--- src/rtl/fft_frame_gen.sv ---
// Purpose: generates framed beat streams (sop/eop/index) for an FFT core; frame length, gap and count are latched at start.
// Latency: the first beat is valid one cycle after an accepted start; every output is registered.
// Backpressure: sink_ready low freezes the current beat (valid/sop/eop/idx held); ready latency is 0.
//
// Ports:
//   clk, rst               clock and synchronous active-high reset
//   start, stop            begin run (IDLE only) / graceful stop after the current frame
//   cfg_len, cfg_gap       beats per frame / idle cycles between frames
//   cfg_frames             frames per run, 0 = continuous
//   sink_ready             downstream ready
//   sink_valid/sop/eop/idx beat stream
//   frame_cnt              frames completed in the current run
//   busy, done             not-idle flag / one-cycle end-of-run pulse
module fft_frame_gen #(
  parameter int LEN_W = 12,
  parameter int CNT_W = 16
) (
  input  logic             clk,
  input  logic             rst,
  input  logic             start,
  input  logic             stop,
  input  logic [LEN_W-1:0] cfg_len,
  input  logic [LEN_W-1:0] cfg_gap,
  input  logic [CNT_W-1:0] cfg_frames,
  input  logic             sink_ready,
  output logic             sink_valid,
  output logic             sink_sop,
  output logic             sink_eop,
  output logic [LEN_W-1:0] sink_idx,
  output logic [CNT_W-1:0] frame_cnt,
  output logic             busy,
  output logic             done
);

  typedef enum logic [1:0] {S_IDLE, S_ACTIVE, S_GAP, S_DONE} state_t;

  state_t           state_q, state_n;
  logic [LEN_W-1:0] len_q, len_n;
  logic [LEN_W-1:0] gap_q, gap_n;
  logic [LEN_W-1:0] gcnt_q, gcnt_n;
  logic [LEN_W-1:0] idx_n;
  logic [CNT_W-1:0] frames_q, frames_n;
  logic [CNT_W-1:0] fcnt_n, fcnt_inc;
  logic             stop_seen_q, stop_seen_n;
  logic             fire, run_end;
  logic             valid_n, sop_n, eop_n, busy_n, done_n;

  // sink_valid is only ever high in ACTIVE, so fire implies ACTIVE.
  assign fire     = sink_valid & sink_ready;
  assign fcnt_inc = frame_cnt + CNT_W'(1);
  // A stop arriving on the eop cycle itself still counts as seen within this frame.
  assign run_end  = ((frames_q != '0) && (fcnt_inc == frames_q)) || stop_seen_q || stop;

  // State and datapath register; outputs are registered copies of their next values.
  always_ff @(posedge clk) begin
    if (rst) begin
      state_q     <= S_IDLE;
      len_q       <= '0;
      gap_q       <= '0;
      frames_q    <= '0;
      gcnt_q      <= '0;
      stop_seen_q <= 1'b0;
      sink_idx    <= '0;
      frame_cnt   <= '0;
      sink_valid  <= 1'b0;
      sink_sop    <= 1'b0;
      sink_eop    <= 1'b0;
      busy        <= 1'b0;
      done        <= 1'b0;
    end else begin
      state_q     <= state_n;
      len_q       <= len_n;
      gap_q       <= gap_n;
      frames_q    <= frames_n;
      gcnt_q      <= gcnt_n;
      stop_seen_q <= stop_seen_n;
      sink_idx    <= idx_n;
      frame_cnt   <= fcnt_n;
      sink_valid  <= valid_n;
      sink_sop    <= sop_n;
      sink_eop    <= eop_n;
      busy        <= busy_n;
      done        <= done_n;
    end
  end

  // Next-state and datapath logic.
  always_comb begin
    state_n     = state_q;
    len_n       = len_q;
    gap_n       = gap_q;
    frames_n    = frames_q;
    gcnt_n      = gcnt_q;
    stop_seen_n = stop_seen_q;
    idx_n       = sink_idx;
    fcnt_n      = frame_cnt;
    case (state_q)
      S_IDLE: begin
        if (start && (cfg_len != '0)) begin
          state_n     = S_ACTIVE;
          len_n       = cfg_len;
          gap_n       = cfg_gap;
          frames_n    = cfg_frames;
          fcnt_n      = '0;
          idx_n       = '0;
          stop_seen_n = 1'b0;
        end
      end
      S_ACTIVE: begin
        if (stop) stop_seen_n = 1'b1;
        if (fire) begin
          if (sink_eop) begin
            fcnt_n = fcnt_inc;
            idx_n  = '0;
            if (run_end) begin
              state_n = S_DONE;
            end else if (gap_q != '0) begin
              state_n = S_GAP;
              gcnt_n  = gap_q;
            end
          end else begin
            idx_n = sink_idx + LEN_W'(1);
          end
        end
      end
      S_GAP: begin
        // gcnt counts the remaining idle cycles including this one.
        if (stop) begin
          state_n = S_DONE;
        end else if (gcnt_q == LEN_W'(1)) begin
          state_n = S_ACTIVE;
        end else begin
          gcnt_n = gcnt_q - LEN_W'(1);
        end
      end
      default: state_n = S_IDLE;
    endcase
  end

  // Output decode from the next state, so the registered outputs line up with state_q.
  always_comb begin
    valid_n = (state_n == S_ACTIVE);
    sop_n   = valid_n && (idx_n == '0);
    eop_n   = valid_n && (idx_n == (len_n - LEN_W'(1)));
    busy_n  = (state_n != S_IDLE);
    done_n  = (state_n == S_DONE);
  end

endmodule

--- config.mk ---
export PLATFORM = sky130hd
export DESIGN_NAME = fft_frame_gen
export DESIGN_NICKNAME = d
export VERILOG_FILES = /design/src/rtl/fft_frame_gen.sv
export SDC_FILE = /design/constraint.sdc
export NUM_CORES = 1
export LEC_CHECK = 0
export BUFFER_PORTS_ARGS = -buffer_cell sky130_fd_sc_hd__buf_4
export CORE_MARGIN = 4
export CORE_UTILIZATION = 55
export CTS_BUF_LIST = sky130_fd_sc_hd__clkbuf_4 sky130_fd_sc_hd__clkbuf_8
export DETAILED_ROUTE_END_ITERATION = 6
export GPL_TIMING_DRIVEN = 0
export PLACE_DENSITY = 0.77
export SYNTH_ARGS = -nofsm -noshare
export SYNTH_HDL_FRONTEND = slang
export SYNTH_SLANG_ARGS = --single-unit
--- constraint.sdc ---
create_clock -name clk -period 3.4 [get_ports clk]
set_input_delay 0.17 -clock clk [delete_from_list [all_inputs] [get_ports clk]]
set_output_delay 0.17 -clock clk [all_outputs]
set_load 0.01 [all_outputs]
After elaboration in Yosys (flattened, before gate mapping)

Cells that the tools add are included.

Register bits: 88
Bits in latches: 0
RAM bits: 0
ROM bits: 0
Input port bits: 45
Output and inout bits: 33
Logic and storage cells: 79
Memories: 0

$add $sub $neg: 4
Multiply operators: 0
Div/mod/pow operators: 0
Order comparisons: 0
Eq/ne operators: 15
Shift-type cells: 0
Multiplexer cells: 28
Bitwise gates (word level): 1
Reductions and logical operators: 18

Operators by type and width:

| operator              | count |
|---|---|
| $mux 12               | 11 |
| $mux 16               | 3 |
| $pmux 12 s2           | 2 |
| $pmux 16 s2           | 1 |
| $reduce_bool 12->1    | 2 |
| $sub 12x1->12 const B | 2 |
| $add 16x1->16 const B | 1 |
| $eq 16x16->1          | 1 |
| $ne 2x2->1 const B    | 8 |
| $reduce_bool 16->1    | 1 |
| $mux 2                | 7 |
| $add 12x1->12 const B | 1 |
| $eq 12x1->1 const B   | 1 |
| $eq 12x12->1          | 1 |
| $logic_not 12->1      | 1 |
| $reduce_and 7->1      | 1 |
| $pmux 2 s3            | 1 |
| $reduce_bool 2->1     | 3 |
| $eq 2x1->1 const B    | 2 |
| $eq 2x2->1 const B    | 2 |
| $logic_and 1x1->1     | 4 |
| $reduce_and 4->1      | 1 |
| $reduce_and 3->1      | 1 |
| $logic_not 2->1       | 1 |
| 5 further kinds       | 7 |

Depth between registers and ports, before layout

Gate-level depths: netlist (run 1).

Word-level depth: 11
Gate-level depth with buffers: 13
Depth with buffers taken out: 12

Worst setup path after synthesis (run 1)

OpenSTA, ideal clock, no wires.

Path kind: input port to flip-flop
From: input cfg_len[1]
To: register sink_eop
Library setup time: 0.061 ns
Arrival: 2.893 ns
Data required time: 3.339 ns
Slack: 0.446 ns
Stages: 13
Path buffers: 1
Path through: nor4_2 > nand3_1 > nand2_1 > buf_2 > mux2i_1 > ha_1 > inv_1 > a211o_1 > a21oi_1 > xor2_1 > xnor2_1 > nor4b_1 > and4_1

Longest elaborated chain between the ends: 7

RTL lines:

| element              | RTL line | source |
|---|---|---|
| from (decl)          | 22       | `input logic [LEN_W-1:0] cfg_len,` |
| $reduce_bool 12->1   | 99       | `if (start && (cfg_len != '0)) begin` |
| $logic_and 1x1->1    | 99       |  |
| $mux 12              | 99       |  |
| $mux 12              | 97       | `case (state_q)` |
| $sub 12x1->12        | 144      | `eop_n = valid_n && (idx_n == (len_n - LEN_W'(1)));` |
| $eq 12x12->1         | 144      |  |
| $logic_and 1x1->1 *  | 144      |  |
| to (signal assigned) | 81       | `sink_eop <= eop_n;` |
| to (decl)            | 28       | `output logic sink_eop,` |

Every way passes the cells marked *; elsewhere a longest branch is shown, timed or not.
A chain may end at the register's enable or synchronous reset.

Worst setup path after layout (run 1)

From: register state_q[0]
To: register sink_eop

Longest elaborated chain between the ends: 7

RTL lines:

| element                                                               | RTL line | source |
|---|---|---|
| from (decl)                                                           | 37       | `state_t state_q, state_n;` |
| from (signal assigned)                                                | 71       | `state_q <= state_n;` |
| parallel branches: the longest is 6 deep, another holds $sub 12x1->12 | --       |  |
| $logic_and 1x1->1 *                                                   | 144      |  |

Mark *: on every way between the ends.

==> run_results.csv, run 1 <==
group,metric,value,unit
yosys,syn-instance-count,680,
yosys,yosys.area.top_type,"dfxtp_1",
clocking,htree_levels,3,
cells_and_area,area_delta_synth_final,19.2,%
place,dp_cells,886,
setup_path,path_max_fanout,10,
clocking,tritoncts,"built",
cells_and_area,final_util,67.8,%
setup_path,worstSetupPathType,"flip-flop to flip-flop",
timing,fmax,317,MHz
timing,slew_viol_final,0,
setup_path,critPathSlowestCell,"nor4b_1",
setup_path,critPathCaptureType,"flip-flop",
timing,slew_headroom,43.6,%
routing,drc_errors,0,
yosys,synthTopCellsByCount,"nand2_1 (92), dfxtp_1 (88), a21oi_1 (79), nor2_1 (59), o21ai_0 (37)",
timing,rsz0062_at_grt,"no",
cells_and_area,nNetsFinal,819,
timing,setup_viol,0,
timing,period_needed,3160,ps
cells_and_area,fillers,832,
yosys,ys_types,81,
clocking,root_buffer,"clkbuf_8",
grt,grt_pass1_vias,4985,
timing,hold_viol_final,0,
grt,antenna_found_initial,0,
hold_path,hp-class,"input pin to flip-flop",
grt,grtUsageTotal,26.2,%
floorplan,die_area,11200,sq um
routing,ant_nets,0,
yosys,synth_top_flop_cell,"dfxtp_1",
power_and_ir_drop,peakVddDrop,265,uV
place,port_buffers,77,
job,maxCapViolCount,0,
yosys,ys_warn_count,0,
clocking,cts-buffers-inserted,9,
routing,wl_per_cell,16.6,um
clocking,clock_latency,370,ps
floorplan,core_region_area,9280,sq um
floorplan,initial_utilization,56.9,%
clocking,cts_max_path_buffers,2,
run_status,status,"complete, no violations",
yosys,syn-num-nets,730,
routing,vias,5423,
setup_path,startpoint_type,"flip-flop",
timing,hold_slack,42.4,ps
grt,grt_overflow,0,
routing,drtPass1Iterations,5,
floorplan,rows,35,
clocking,clkTransAtPathRegs,90,ps
yosys,synth_edf_count,0,
yosys,yosysMostFrequentCell,"nand2_1",
grt,grt_first_pass_wirelength,24400,um
timing,tightest_slew,842,ps
yosys,synthTopCellsByArea,"dfxtp_1 (33%), a21oi_1 (7.5%), nand2_1 (6.5%), nor2_1 (4.2%), o21ai_0 (3.5%)",
floorplan,ios,78,
yosys,synth-seq-area-share,33.3,%
floorplan,die_w,106,um
routing,drt-initial-drc-count,345,
timing,final.setup_skew,10.5,ps
setup_path,cp.required,3710,ps
routing,vias_per_cell,6.01,
cells_and_area,n_antenna_cell,0,
place,dp_slack,-470,ps
yosys,synth_top_cell_area_share,33.3,%
grt,grt_max_degree,17,
clocking,clock_sinks,88,
yosys,postSynth.asyncResetShare,0,%
power_and_ir_drop,finalPower,0.00230,W
timing,fin_ws,242,ps
cells_and_area,drive_above_1_share,18.2,%
yosys,syn_avg_cell_area,7.77,sq um
cells_and_area,layout.cells.non_filler,903,
power_and_ir_drop,pwr_density_cell,365,nW/um^2
timing,final.period_utilization,92.9,%
setup_path,cpPeakStageDelay,340,ps
floorplan,die_h,106,um
place,place.gp.congestion,0.931,
yosys,synth_area,5290,sq um
power_and_ir_drop,p_leak,2.45,nW
setup_path,path_cells,"buf_2, nor3b_4, nand2_2, clkbuf_4, mux2i_2, ha_1, inv_1, a211o_1, a21oi_1, xor2_1, xnor2_1, nor4b_1, and4_1",
place,dpl.hpwl,11200,um
yosys,ys_seq_elements,88,
routing,wl,15000,um
setup_path,arrival,3470,ps
[cell usage in the layout (no fill, tap or decap), drive strengths merged, types with 3 or more instances in the layout]
cell type and instances:
and3 10, and2 3, o22ai 3, nor3 27, nand2 92, or2 7
or3b 3, o21ai 40, ha 5, nor4 18, or3 7, o31ai 6
nand4 9, nor2 60, or4 6, nor2b 10, a21oi 79, inv 10
o32ai 4, xor2 20, clkbuf 35, nand3 18, a211oi 7, a31oi 8
nand4b 3, xnor2 17, a22oi 10, dfxtp 88, nor3b 8, and4 7
nand2b 12, buf 94, o41ai 4, mux2i 7
[sequential cells by signal (all words and copies together) (netlist names)]
signal and count:
sink_idx 12, frames_q 16, stop_seen_q 1, len_q 12, sink_valid 1, busy 1
state_q 2, frame_cnt 16, sink_eop 1, sink_sop 1, done 1, gcnt_q 12
gap_q 12
[metal layers]
metal	share of wire, %	wire length (um)	track usage [%]	vias to the layer above
met5	0	0	0	-
met4	1.7	253	8.88	0
met3	7.6	1140	3.40	22
met2	46	6950	42.1	230
met1	44	6610	36.5	2521
li1	-	-	-	2650
[cells by family (layout without fill, tap and decap cells)]
family,Yosys count,count (layout),synth area share (%)
compound gates,185,185,21.6
xor+xnor,39,39,7.01
fa+ha+maj,5,5,1.18
buf+inv,50,144,4.57
flops,88,88,33.3
mux,8,8,1.54
simple gates,305,305,30.8
[through the flow]
stage,cell area (sq um),setup TNS (ps)
2_1_floorplan,5290,0
4_1_cts,6270,0
3_5_place_dp,6020,-470
5_1_grt,6300,0
6_report,6300,0
3_3_place_gp,6020,-432
[what timing repair did]
action	in CTS	in global routing
endpoints found under the setup margin	1	1
gates cloned	0	0
gates resized for setup	2	5
pin swaps	1	0
hold buffers	0	0
buffers inserted	1	0
[power breakdown]
part | total, W | switching [W] | internal [W]
registers | 0.00110 | 0.0000312 | 0.00106
logic | 0.000380 | 0.000214 | 0.000166
clock network | 0.000825 | 0.000404 | 0.000422
total | 0.00230 | 0.000649 | 0.00165
[critical path, delay by kind of cell, from the launching register on]
kind	cells	cell delay, ps
xor+xnor	2	350
compound gates	2	390
buf+inv	3	500
fa+ha+maj	1	280
mux	1	320
flops	1	310
simple gates	4	950
[cell type report]
cell class / instances / area (sq um) / area share (%)
multi-input combinational: 542 / 3320 / 52.7
sequential: 88 / 1760 / 28.0
timing repair buffer: 78 / 586 / 9.30
buffer: 42 / 214 / 3.40
tap: 129 / 161 / 2.56
clock buffer: 9 / 124 / 1.97
clock inverter: 7 / 103 / 1.63
inverter: 8 / 30.0 / 0.477
[worst paths after layout]
kind                   start       end  slack (ps)  cells past startpoint
hold / removal    cfg_gap[2]  gap_q[2]          40                      3
setup / recovery  state_q[0]  sink_eop         240                     13
setup reg to reg  state_q[0]  sink_eop         240                     13
hold reg to reg     gap_q[8]  gap_q[8]         480                      2
Power figures use the tool's default switching activity.
==> run 2, diff against run 1 <==
--- a/config.mk
+++ b/config.mk
@@ -5,6 +5,7 @@
 export SDC_FILE = /design/constraint.sdc
 export NUM_CORES = 1
 export LEC_CHECK = 0
+export ABC_AREA = 1
 export BUFFER_PORTS_ARGS = -buffer_cell sky130_fd_sc_hd__buf_4
 export CORE_MARGIN = 4
 export CORE_UTILIZATION = 55
==> run 2 against run 1 <==
  * Count of clock-buffer cells in the layout up 3
  * Clock power is 4.8% lower
  * Core utilization is 0.22 points lower
  * Routed wire length increased by 3.0%
  * First-iteration DRC count grew 14%
  * Largest power group unchanged
==> run_results.csv, run 2 <==
group,metric,value,unit
timing,final.setup_skew,14.5,ps
setup_path,critPathSlowestCell,"dfxtp_1",
timing,slew_viol_final,0,
floorplan,initial_utilization,57.6,%
timing,fin_setup_tns,0,ps
yosys,synthXorXnorAreaFrac,2.85,%
grt,grt_max_degree,15,
timing,setup_viol,0,
yosys,synthSimpleGateAreaFrac,38.6,%
routing,ant_nets,0,
routing,vias_per_cell,5.44,
floorplan,die_w,107,um
routing,drtPass1Iterations,5,
timing,hold_viol_final,0,
yosys,postSynth.asyncResetShare,0,%
timing,fmax,389,MHz
timing,period_needed,2570,ps
clocking,cts_setup_buffers,0,
cells_and_area,drive_above_1_share,15.2,%
power_and_ir_drop,finalPower,0.00241,W
yosys,synth_area,5390,sq um
yosys,synth-seq-area-share,32.7,%
hold_path,hp-class,"input pin to flip-flop",
cells_and_area,mostFrequentLayoutCells,"nand2_1 (231), inv_1 (111), nor2_1 (105)",
setup_path,startpoint_type,"flip-flop",
clocking,tritoncts,"built",
yosys,synthTopCellsByArea,"dfxtp_1 (33%), nand2_1 (16%), inv_1 (7.7%), nor2_1 (7.3%), nand3_1 (6.9%)",
clocking,clock_sinks,88,
setup_path,critPathCaptureType,"flip-flop",
yosys,ys_warn_count,0,
setup_path,critical-path-top-delay-family,"simple AND/OR/NAND/NOR gates",
setup_path,reg2reg_depth,15,
cells_and_area,final_common_cell,"nand2_1",
timing,tightest_slew,687,ps
power_and_ir_drop,p_leak,3.01,nW
place,dp_cells,1061,
clocking,clkTransAtPathRegs,100,ps
clocking,ctsResizeCount,0,
clocking,cts_hold_buffers,0,
place,port_buffers,76,
yosys,yosys.area.top_type,"dfxtp_1",
cells_and_area,layout.cells.non_filler,1077,
yosys,synthMuxAreaShare,0,%
grt,antenna_found_initial,0,
timing,rsz0062_at_grt,"no",
setup_path,path_common_cell,"nand2_1",
routing,vias,5854,
cells_and_area,reg_top3,"frame_cnt (16), frames_q (16)",
yosys,synthAdderAreaFrac,1.16,%
routing,wl,15400,um
yosys,synth_edf_count,0,
routing,wl_per_cell,14.3,um
yosys,ys_types,42,
routing,drc_errors,0,
run_status,status,"complete, no violations",
clocking,htree_levels,3,
floorplan,die_h,107,um
yosys,synth-compound-area-share,13.9,%
setup_path,arrival,2870,ps
yosys,yosysMostFrequentCell,"nand2_1",
setup_path,r2r-start,"state_q[0]",
yosys,synth_top_flop_cell,"dfxtp_1",
grt,grt_first_pass_wirelength,25500,um
hold_path,min_path_cells,2,
cells_and_area,area_delta_synth_final,17.5,%
clocking,cts-buffers-inserted,9,
clocking,root_buffer,"clkbuf_8",
power_and_ir_drop,peakVddDrop,225,uV
setup_path,critical_path_buf_inv_count,2,
cells_and_area,n_antenna_cell,0,
setup_path,worstSetupPathType,"flip-flop to flip-flop",
grt,grtUsageTotal,27.4,%
setup_path,rrSetupSlack,830,ps
yosys,syn-instance-count,856,
floorplan,core_region_area,9370,sq um
yosys,ys_seq_elements,88,
place,place.gp.congestion,0.925,
timing,slew_headroom,54.1,%
hold_path,holdPathEnd,"frame_cnt[11]",
floorplan,ios,78,
grt,grt_overflow,0,
clocking,clock_latency,370,ps
yosys,synthTopCellsByCount,"nand2_1 (231), inv_1 (111), nor2_1 (105), dfxtp_1 (88), nand3_1 (74)",
routing,drt-initial-drc-count,394,
setup_path,path_cells,"nor2_2, buf_2, nand4_1, nand2_1, ha_1, nand3_1, nor2_1, nand2_1, nor2_1, nand2_1, nand2_1, nand2_1, inv_1, nand4_1, nor2_1",
floorplan,die_area,11500,sq um
floorplan,rows,35,
clocking,cts_max_path_buffers,2,
power_and_ir_drop,pwr_density_cell,381,nW/um^2
grt,grt_pass1_vias,5459,
yosys,syn-num-nets,906,
hold_path,hold_path.startpoint,"rst",
cells_and_area,nNetsFinal,993,
setup_path,path_max_fanout,10,
setup_path,regToRegEndpoint,"sink_eop",
setup_path,cpPeakStageDelay,380,ps
setup_path,cp.required,3700,ps
yosys,synth_top_cell_area_share,32.7,%
yosys,syn_avg_cell_area,6.30,sq um
yosys,synth_top_family_by_area,"simple AND/OR/NAND/NOR gates",
timing,final.period_utilization,75.7,%
place,dpl.hpwl,11900,um
job,maxCapViolCount,0,
[run 2: through the flow]
step	hold slack (ps)	worst slack (ps)	utilization, %	area, sq um
2_1_floorplan	312	1250	-	5390
4_1_cts	1.25	854	67.6	6340
3_5_place_dp	395	884	65.4	6130
5_1_grt	14.6	587	67.6	6340
3_3_place_gp	387	860	65.4	6130
6_report	6.24	828	67.6	6340
[run 2: worst max path at each step]
stage	start	end	slack [ps]	cells after the start
6_report	state_q[0]	sink_eop	830	15
5_1_grt	state_q[0]	sink_eop	590	15
4_1_cts	state_q[0]	sink_eop	850	15
3_5_place_dp	state_q[0]	sink_eop	880	15
3_3_place_gp	state_q[0]	sink_eop	860	15
2_1_floorplan	frame_cnt[0]	gcnt_q[4]	1250	16
[run 2: where the power goes]
group / switching, W / internal (W) / total (W)
Clock: 0.000395 / 0.000390 / 0.000785
Sequential: 0.0000345 / 0.00108 / 0.00112
Combinational: 0.000324 / 0.000185 / 0.000509
[run 2: kinds of logic (layout without fill, tap and decap cells)]
family	after synthesis	after routing
AND/OR/NAND/NOR	475	475
AO/OA/AOI/OAI	131	131
flip-flops	88	88
buffers and inverters	141	233
adder cells (fa/ha/maj)	5	5
XOR/XNOR	16	16
[run 2: area by class of cell]
cell class	instances	area, sq um
fillers	896	3030
inverters	116	435
flip-flops and latches	88	1760
repair buffers	76	571
multi-input cells	627	3050
clock buffers	12	159
plain buffers	25	151
well taps	129	161
clock inverters	4	52.6
[run 2: routing by layer]
metal / wire, um / part of all wire [%] / global-route usage, % / up-vias
li1: - / - / - / 2928
met1: 6870 / 45 / 35.2 / 2670
met2: 7270 / 47 / 47.1 / 220
met3: 917 / 6.0 / 4.27 / 36
met4: 344 / 2.2 / 8.58 / 0
met5: 0 / 0 / 0 / -
[run 2: worst register-to-register path, stage by stage (launching register included)]
cell and delay (ps):
dfxtp_1 380, nor2_2 220, buf_2 240, nand4_1 140, nand2_1 170, ha_1 210
nand3_1 160, nor2_1 310, nand2_1 120, nor2_1 160, nand2_1 70, nand2_1 60
nand2_1 60, inv_1 50, nand4_1 80, nor2_1 90
==> run 3, diff against run 2 <==
==> constraint.sdc (replaced) <==
create_clock -name clk -period 2.7 [get_ports clk]
set_input_delay 0.135 -clock clk [delete_from_list [all_inputs] [get_ports clk]]
set_output_delay 0.135 -clock clk [all_outputs]
set_load 0.01 [all_outputs]
==> run 3 against run 2 <==
  * Maximum frequency increased by 4.4%
  * Clock power grew 25%
  * Via count down 0.39%
  * Clock skew barely moved
  * Register-to-register slack lost 590 ps
  * Count of clock-buffer cells in the layout did not move
  * Critical endpoint unchanged
  * Largest cell class unchanged
  * Largest power group unchanged
  * Highest routed layer unchanged
==> run_results.csv, run 3 (synthesized netlist as in run 2, its figures left out) <==
group,metric,value,unit
run_status,status,"complete, no violations",
floorplan,die_h,107,um
routing,ant_nets,0,
timing,period_needed,2460,ps
clocking,cts_setup_buffers,0,
grt,grt_first_pass_wirelength,25500,um
cells_and_area,reg_top3,"frame_cnt (16), frames_q (16)",
setup_path,startpoint_type,"flip-flop",
setup_path,critPathCaptureType,"flip-flop",
power_and_ir_drop,peakVddDrop,281,uV
grt,grt_overflow,0,
clocking,cts_max_path_buffers,2,
timing,fmax,406,MHz
routing,wl_per_cell,14.3,um
routing,wl,15400,um
grt,grtUsageTotal,27.4,%
timing,slew_viol_final,0,
hold_path,hp-class,"input pin to flip-flop",
cells_and_area,drive_above_1_share,15.5,%
place,place.gp.congestion,0.925,
timing,final.setup_skew,14.0,ps
cells_and_area,nNetsFinal,994,
timing,final.period_utilization,91.2,%
timing,hold_viol_final,0,
clocking,clkTransAtPathRegs,90,ps
grt,grt_pass1_vias,5461,
timing,setup_viol,0,
timing,tightest_slew,710,ps
floorplan,die_w,107,um
clocking,clock_latency,360,ps
place,port_buffers,76,
setup_path,path_max_fanout,10,
cells_and_area,area_delta_synth_final,17.9,%
timing,rsz0062_at_grt,"no",
floorplan,initial_utilization,57.6,%
floorplan,die_area,11500,sq um
floorplan,core_region_area,9370,sq um
cells_and_area,n_antenna_cell,0,
setup_path,cp.required,3000,ps
setup_path,arrival,2760,ps
clocking,root_buffer,"clkbuf_8",
clocking,tritoncts,"built",
floorplan,ios,78,
place,dpl.hpwl,11900,um
clocking,cts-buffers-inserted,9,
timing,fin_setup_tns,0,ps
cells_and_area,final_common_cell,"nand2_1",
routing,vias,5831,
cells_and_area,mostFrequentLayoutCells,"nand2_1 (231), inv_1 (111), nor2_1 (103)",
routing,drtPass1Iterations,5,
clocking,htree_levels,3,
grt,grt_max_degree,15,
timing,slew_headroom,52.5,%
power_and_ir_drop,p_leak,3.02,nW
power_and_ir_drop,pwr_density_cell,478,nW/um^2
floorplan,rows,35,
cells_and_area,fillers,892,
grt,antenna_found_initial,0,
job,maxCapViolCount,0,
routing,drc_errors,0,
cells_and_area,final_util,67.9,%
routing,vias_per_cell,5.41,
clocking,clock_sinks,88,
routing,drt-initial-drc-count,400,
setup_path,worstSetupPathType,"flip-flop to flip-flop",
[run 3: changes by cell type in the layout (fill, tap and decap cells not counted)]
cell	delta
nor2_2	+1
nor2_1	-2
nor2_4	+1
dlygate4sd3_1	+1
dfxtp_2	+1
dfxtp_1	-1
[run 3: critical path: stages (launching register included)]
cell and delay, ps:
dfxtp_1 380, nor2_2 220, buf_2 250, nand4_1 130
nand2_1 170, ha_1 220, nand3_1 210, nor2_4 190
nand2_1 90, nor2_1 150, nand2_1 70, nand2_1 60
nand2_1 60, inv_1 50, nand4_1 80, nor2_1 90
[run 3: layout make-up]
| cell class | count | area, sq um | area share [%] |
|---|---|---|---|
| plain buffers | 25 | 151 | 2.38 |
| clock buffers | 12 | 159 | 2.50 |
| clock inverters | 4 | 52.6 | 0.826 |
| inverters | 116 | 435 | 6.85 |
| multi-input cells | 627 | 3060 | 48.1 |
| flip-flops and latches | 88 | 1760 | 27.7 |
| well taps | 129 | 161 | 2.54 |
| repair buffers | 77 | 581 | 9.13 |
[run 3: worst paths after layout]
check / slack [ps] / from / to / cells past startpoint
max: 240 / state_q[0] / sink_eop / 15
min reg2reg: 480 / stop_seen_q / stop_seen_q / 2
max reg2reg: 240 / state_q[0] / sink_eop / 15
min: 40 / cfg_gap[1] / gap_q[1] / 3
[run 3: per-layer routing]
layer / vias to the layer above / global-route usage, % / part of all wire, %
met5: - / 0 / 0
met4: 0 / 8.58 / 2.2
met3: 32 / 4.27 / 6.1
met2: 199 / 47.1 / 47
met1: 2661 / 35.2 / 45
li1: 2939 / - / -
[run 3: timing repair]
| action | in CTS | in global routing |
|---|---|---|
| endpoints found under the setup margin | 0 | 5 |
| gates resized for setup | 0 | 4 |
| hold buffers | 1 | 0 |
| hold endpoints to repair | 1 | 0 |
[run 3: through the flow]
stage | hold WS (ps) | cell area [sq um] | setup slack [ps] | power, W | std cells
final | 42.1 | 6360 | 237 | 0.00304 | 1078
after CTS | 25.2 | 6350 | 154 | 0.00304 | 1078
after floorplan | 277 | 5390 | 550 | 0.00187 | 856
after global routing | 26.2 | 6360 | 3.19 | 0.00320 | 1078
after global placement | 352 | 6130 | 160 | 0.00205 | 1061
after detailed placement | 360 | 6130 | 184 | 0.00207 | 1061
[run 3: power breakdown]
group | switching (W) | internal (W) | total (W)
Combinational | 0.000411 | 0.000234 | 0.000645
Clock | 0.000491 | 0.000491 | 0.000982
Sequential | 0.0000433 | 0.00137 | 0.00141
